### src/rtl/smc_in_loader.sv
// Serial-to-parallel loader for the SMC datapath: assembles N_DEV (W, V_GS, V_DS)
// beats into a parallel frame and holds it under a valid/ready handshake.
module smc_in_loader #(
  parameter int N_DEV = 6,
  parameter int DW    = 3
) (
  input  logic                clk,
  input  logic                rst,
  input  logic                in_valid,
  output logic                in_ready,
  input  logic [1:0]          mode_in,
  input  logic [DW-1:0]       W_in,
  input  logic [DW-1:0]       V_GS_in,
  input  logic [DW-1:0]       V_DS_in,
  output logic                out_valid,
  input  logic                out_ready,
  output logic [1:0]          mode,
  output logic [N_DEV*DW-1:0] W_bus,
  output logic [N_DEV*DW-1:0] V_GS_bus,
  output logic [N_DEV*DW-1:0] V_DS_bus,
  output logic                frame_err
);

  typedef enum logic [1:0] {
    IDLE,
    LOAD,
    HOLD
  } state_t;

  localparam logic [2:0] LAST = 3'(N_DEV - 1);

  state_t     state, state_nxt;
  logic [2:0] count, count_nxt;
  logic       accept;
  logic       handshake;
  logic       gap;

  always_comb begin
    in_ready  = (state != HOLD);
    accept    = in_valid && in_ready;
    handshake = out_valid && out_ready;
    state_nxt = state;
    count_nxt = count;
    gap       = 1'b0;
    unique case (state)
      IDLE: begin
        if (accept) begin
          state_nxt = LOAD;
          count_nxt = 3'd1;
        end
      end
      LOAD: begin
        if (!in_valid) begin
          gap       = 1'b1;
          count_nxt = '0;
          state_nxt = IDLE;
        end else if (count == LAST) begin
          count_nxt = '0;
          state_nxt = HOLD;
        end else begin
          count_nxt = count + 3'd1;
        end
      end
      HOLD: begin
        if (handshake) state_nxt = IDLE;
      end
      default: state_nxt = IDLE;
    endcase
  end

  // out_valid is registered off HOLD, so it rises one cycle after the last
  // beat edge; with the handshake cycle this gives an N_DEV+2 frame period.
  always_ff @(posedge clk) begin
    if (rst) begin
      state     <= IDLE;
      count     <= '0;
      out_valid <= 1'b0;
      frame_err <= 1'b0;
    end else begin
      state     <= state_nxt;
      count     <= count_nxt;
      frame_err <= gap;
      out_valid <= (state == HOLD) && !handshake;
    end
  end

  always_ff @(posedge clk) begin
    if (rst) begin
      mode     <= '0;
      W_bus    <= '0;
      V_GS_bus <= '0;
      V_DS_bus <= '0;
    end else if (accept) begin
      if (state == IDLE) mode <= mode_in;
      for (int unsigned i = 0; i < N_DEV; i++) begin
        if (count == 3'(i)) begin
          W_bus[DW*i +: DW]    <= W_in;
          V_GS_bus[DW*i +: DW] <= V_GS_in;
          V_DS_bus[DW*i +: DW] <= V_DS_in;
        end
      end
    end
  end

endmodule

### config.mk
export PLATFORM = sky130hd
export DESIGN_NAME = smc_in_loader
export DESIGN_NICKNAME = d
export VERILOG_FILES = /design/src/rtl/smc_in_loader.sv
export SDC_FILE = /design/constraint.sdc
export NUM_CORES = 1
export LEC_CHECK = 0
export CAP_MARGIN = 20
export CORE_MARGIN = 2
export CORE_UTILIZATION = 65
export CTS_CLUSTER_SIZE = 28
export DETAILED_ROUTE_END_ITERATION = 7
export DONT_BUFFER_PORTS = 1
export GPL_ROUTABILITY_DRIVEN = 1
export MAX_ROUTING_LAYER = met4
export PLACE_DENSITY = 0.91
export RECOVER_POWER = 50
export SYNTH_ARGS = -nofsm -noshare
export SYNTH_HDL_FRONTEND = slang
export SYNTH_SLANG_ARGS = --single-unit
### constraint.sdc
create_clock -name clk -period 2.75 [get_ports clk]
set_input_delay 0.55 -clock clk [delete_from_list [all_inputs] [get_ports clk]]
set_output_delay 0.55 -clock clk [all_outputs]
set_load 0.05 [all_outputs]
* Word level (Yosys, flattened, before mapping)
Cells that the tools add are included.
Widths: inputs -> output; s select.
** Operators by class
- $add $sub $neg :: 1
- Eq/ne operators :: 11
- Muxes and demuxes :: 10
- Bitwise operators :: 1
- Reduce and logical (&&, ||, !) cells :: 17
** Operator list (number)
- $reduce_and 2->1 :: 8
- $mux 3 :: 3
- $mux 2 :: 4
- $eq 3x2->1 const B :: 2
- $eq 3x3->1 const B :: 2
- $ne 2x2->1 const B :: 3
- $pmux 2 s3 :: 1
- $pmux 3 s2 :: 1
- $add 3x1->3 const B :: 1
- $eq 3x1->1 const B :: 1
- $logic_and 1x1->1 :: 3
- $logic_not 3->1 :: 1
- $ne 3x3->1 const B :: 1
- $reduce_and 3->1 :: 1
- $eq 2x1->1 const B :: 1
- $eq 2x2->1 const B :: 1
- $logic_not 2->1 :: 1
- $reduce_bool 2->1 :: 1
- $reduce_or 2->1 :: 1
- $logic_not 1->1 :: 1
- $mux 1 :: 1
- $not 1->1 :: 1
** Storage, ports and cells
- Flip-flop bits (word level) :: 63
- Input bits :: 15
- Output and inout port bits :: 59
- Word-level logic and storage cells :: 63

* Longest topological paths before layout
- Depth after elaboration :: 4
- Gate-level depth with buffers :: 6
- Gate-level depth less buffers :: 4

* Worst setup path before layout
No wires, ideal clock.
- Path type :: input -> register
- From :: in in_valid
- To :: reg V_DS_bus[0]
- Setup time :: 72 ps
- Arrival time :: 1336 ps
- Required time :: 2678 ps
- Path slack :: 1342 ps
- Stages :: 5
- Path buffers :: 2
- Path through :: clkbuf_2 -> and2b_1 -> and3_1 -> buf_6 -> mux2i_1
** On the way
- Cells in the longest elaborated chain, start to end :: 2
** RTL lines
- start: declaration :: RTL line 9 : input logic in_valid,
- $logic_and 1x1->1 :: RTL line 40 : accept = in_valid && in_ready;
- $reduce_and 2->1 (no line)
- end signal: indexed assignment :: RTL line 99 : V_DS_bus[DW*i +: DW] <= V_DS_in;
- end: declaration :: RTL line 20 : output logic [N_DEV*DW-1:0] V_DS_bus,
Every way passes these cells.
A chain may end at the register's enable or synchronous reset.

* Final worst setup path
- From :: reg state[0]
- To :: out in_ready
** On the way
- Cells in the longest elaborated chain, start to end :: 1
** RTL lines
- start: declaration :: RTL line 32 : state_t state, state_nxt;
- start signal: assignment :: RTL line 80 : state <= state_nxt;
- $ne 2x2->1 :: RTL line 39 : in_ready = (state != HOLD);
- end: declaration :: RTL line 10 : output logic in_ready,
Every way passes these cells.

==> run summary <==
fmax -> 481 MHz
# port buffers -> 0
vias per cell -> 5.56
MaxCap Viol Count -> 0
Tightest Pin Transition -> 0.742 ns
die width -> 66.2 µm
TritonCTS Buffers -> 9
total negative slack -> 0 ns
WS Path Type -> reg2out
post_cts resized -> 0
placed instance area -> 2500 µm²
initial antenna violation count -> 0
Most used DFF post-synth -> dfxtp_1
post-synth top area cell -> dfxtp_1
final setup vio count -> 0
initial DRC count -> 122
DR WL/cell -> 16.7 µm
die height -> 66.2 µm
Fin. Hold Viols -> 0
Syn Nets -> 252
Clock Path Buffers -> 2
core box area -> 3690 µm²
layout cell share with drive strength beyond 1 -> 6.72%
Filler cells -> 274
P_leak -> 1.26 nW
largest net degree at the start of global routing -> 62
drt pass-1 iters -> 4
Cells after Synth -> 236
crit-path leading delay family -> buffers and inverters
minimum clock period -> 2.08 ns
final instance area -> 2650 µm²
Die Area -> 4380 µm²
worst hold slack -> 0.279 ns
Detailed Route WL -> 4.78 mm
RSZ-0062 raised after global routing -> no
pwr dens -> 674 nW/µm²
critical path cell sequence -> nand2b_1 -> clkbuf_1
hpwl dp -> 3.17 mm
CTS tree -> done
warnings from Yosys -> 0
Num Clock Sinks -> 63
global-route wire length before repair -> 7.66 mm
crit-path max cell delay -> 0.53 ns
Worst EP required -> 2.20 ns
fin crit share -> 75.7%
sequential area share after synthesis -> 50.2%
Worst Hold Class -> in2reg
Synth-to-Final Area Change -> 5.52%
buffers plus inverters on the worst setup path -> 1
top-area cell type share of the netlist area -> 50.2%
I/O Pins -> 74
Worst Path Arrival -> 1.53 ns
CP startpoint kind -> flip-flop
clock root buffer -> clkbuf_8
# Post-CTS Setup Buffers -> 0
dpl cells -> 270
Synth Area per Inst -> 10.7 µm²
status -> completed
synth unique cells -> 29
CTS Hold Buffers Added -> 0
async set or reset register ratio after synthesis -> 0%
GRT Util Overall -> 24.7%
number of synthesized register bits -> 63
Crit. End Element -> output port
number of flops mapped to enable cells by yosys -> 0
Initial Util -> 68.1%
Max FO, Critical Path -> 7
Row Count -> 22
vias in the first global route -> 1602
GP Congestion -> 0.718
clk_lat worst skew -> 0.34 ns
top cells by area, synth -> dfxtp_1 50%, mux2i_1 22%, nand2b_1 14%
Max transition margin -> 50.4%
Critical-path top delay cell -> clkbuf_1
via count -> 1590
CTS H-tree depth -> 3
fin cells -> 286
highest-count cells in the layout ignoring fill and taps -> 63 x dfxtp_1, 56 x mux2i_1, 55 x nand2b_1
post-synthesis cell area -> 2510 µm²
Worst Clk Skew -> 0.00953 ns
Worst Setup Slack post-DPL -> 0.938 ns
Antenna Nets Post-Route -> 0
Clock transition at path regs -> 0.07 ns
maximum vdd drop -> 0.393 mV
Slew Limit Fails -> 0
commonest non-fill, non-tap cell in the layout -> dfxtp_1
Final #Nets -> 249
detailed-route DRC error count -> 0
ANT cells -> 0
Final WS setup -> 0.670 ns
gr ovfl total -> 0
-- layer usage --
| metal | vias to the layer above | part of all wire (%) | GRT usage (%) | routed length, µm |
|---|---|---|---|---|
| li1 | 778 | - | - | - |
| met1 | 754 | 42 | 29.3 | 2010 |
| met2 | 50 | 48 | 36.8 | 2290 |
| met3 | 8 | 8.3 | 9.71 | 399 |
| met4 | 0 | 1.6 | 11.5 | 78 |
| met5 | - | 0 | - | 0 |
-- area by class of cell --
type	instances	area (µm²)	area share (%)
flip-flops and latches	63	1260	47.5
inverters	3	11.3	0.425
well taps	48	60.1	2.26
multi-input cells	154	1140	43.1
clock buffers	10	128	4.81
clock inverters	6	37.5	1.42
repair buffers	2	11.3	0.425
-- flip-flops by register name, indices dropped and copies added (netlist names) --
signal / cells
V_DS_bus: 18
V_GS_bus: 18
W_bus: 18
count: 3
mode: 2
state: 2
frame_err: 1
out_valid: 1
-- through the flow --
| step | total power [mW] | utilization, % |
|---|---|---|
| after floorplan | 1.14 | - |
| after global placement | 1.14 | 67.7 |
| final | 1.79 | 71.9 |
| after global routing | 1.86 | 71.9 |
| after detailed placement | 1.14 | 67.7 |
| after CTS | 1.81 | 72.2 |
-- Yosys cell counts, types with 2 or more instances --
master,n
dfxtp_1,63
mux2i_1,56
nand2b_1,55
nand2_1,12
clkbuf_1,7
buf_4,6
nor2_1,6
a21oi_1,4
inv_1,3
nand4_1,3
and2_1,2
o21ai_0,2
-- worst paths after layout --
check                 from         to  slack (ns)  cells after the start
setup / recovery  state[0]   in_ready        0.67                      2
hold / removal    in_valid  frame_err        0.28                      1
setup reg to reg  state[0]   W_bus[7]        1.02                      3
hold reg to reg   state[0]  frame_err        0.53                      2
-- cell families (layout without fill, tap and decap cells) --
logic type | count (synthesis) | count (layout) | synth area share, %
simple gates | 88 | 88 | 20.7
flops | 63 | 63 | 50.2
mux | 56 | 56 | 22.3
buf+inv | 19 | 21 | 4.13
compound gates | 9 | 9 | 2.24
fa+ha+maj | 1 | 1 | 0.498
-- where the power goes --
group / total [mW] / switching, mW / internal (mW)
sequential: 1.03 / 0.0918 / 0.937
combinational: 0.0907 / 0.0466 / 0.0441
clock: 0.670 / 0.348 / 0.321
No activity file was read; power rests on OpenSTA's default activity.
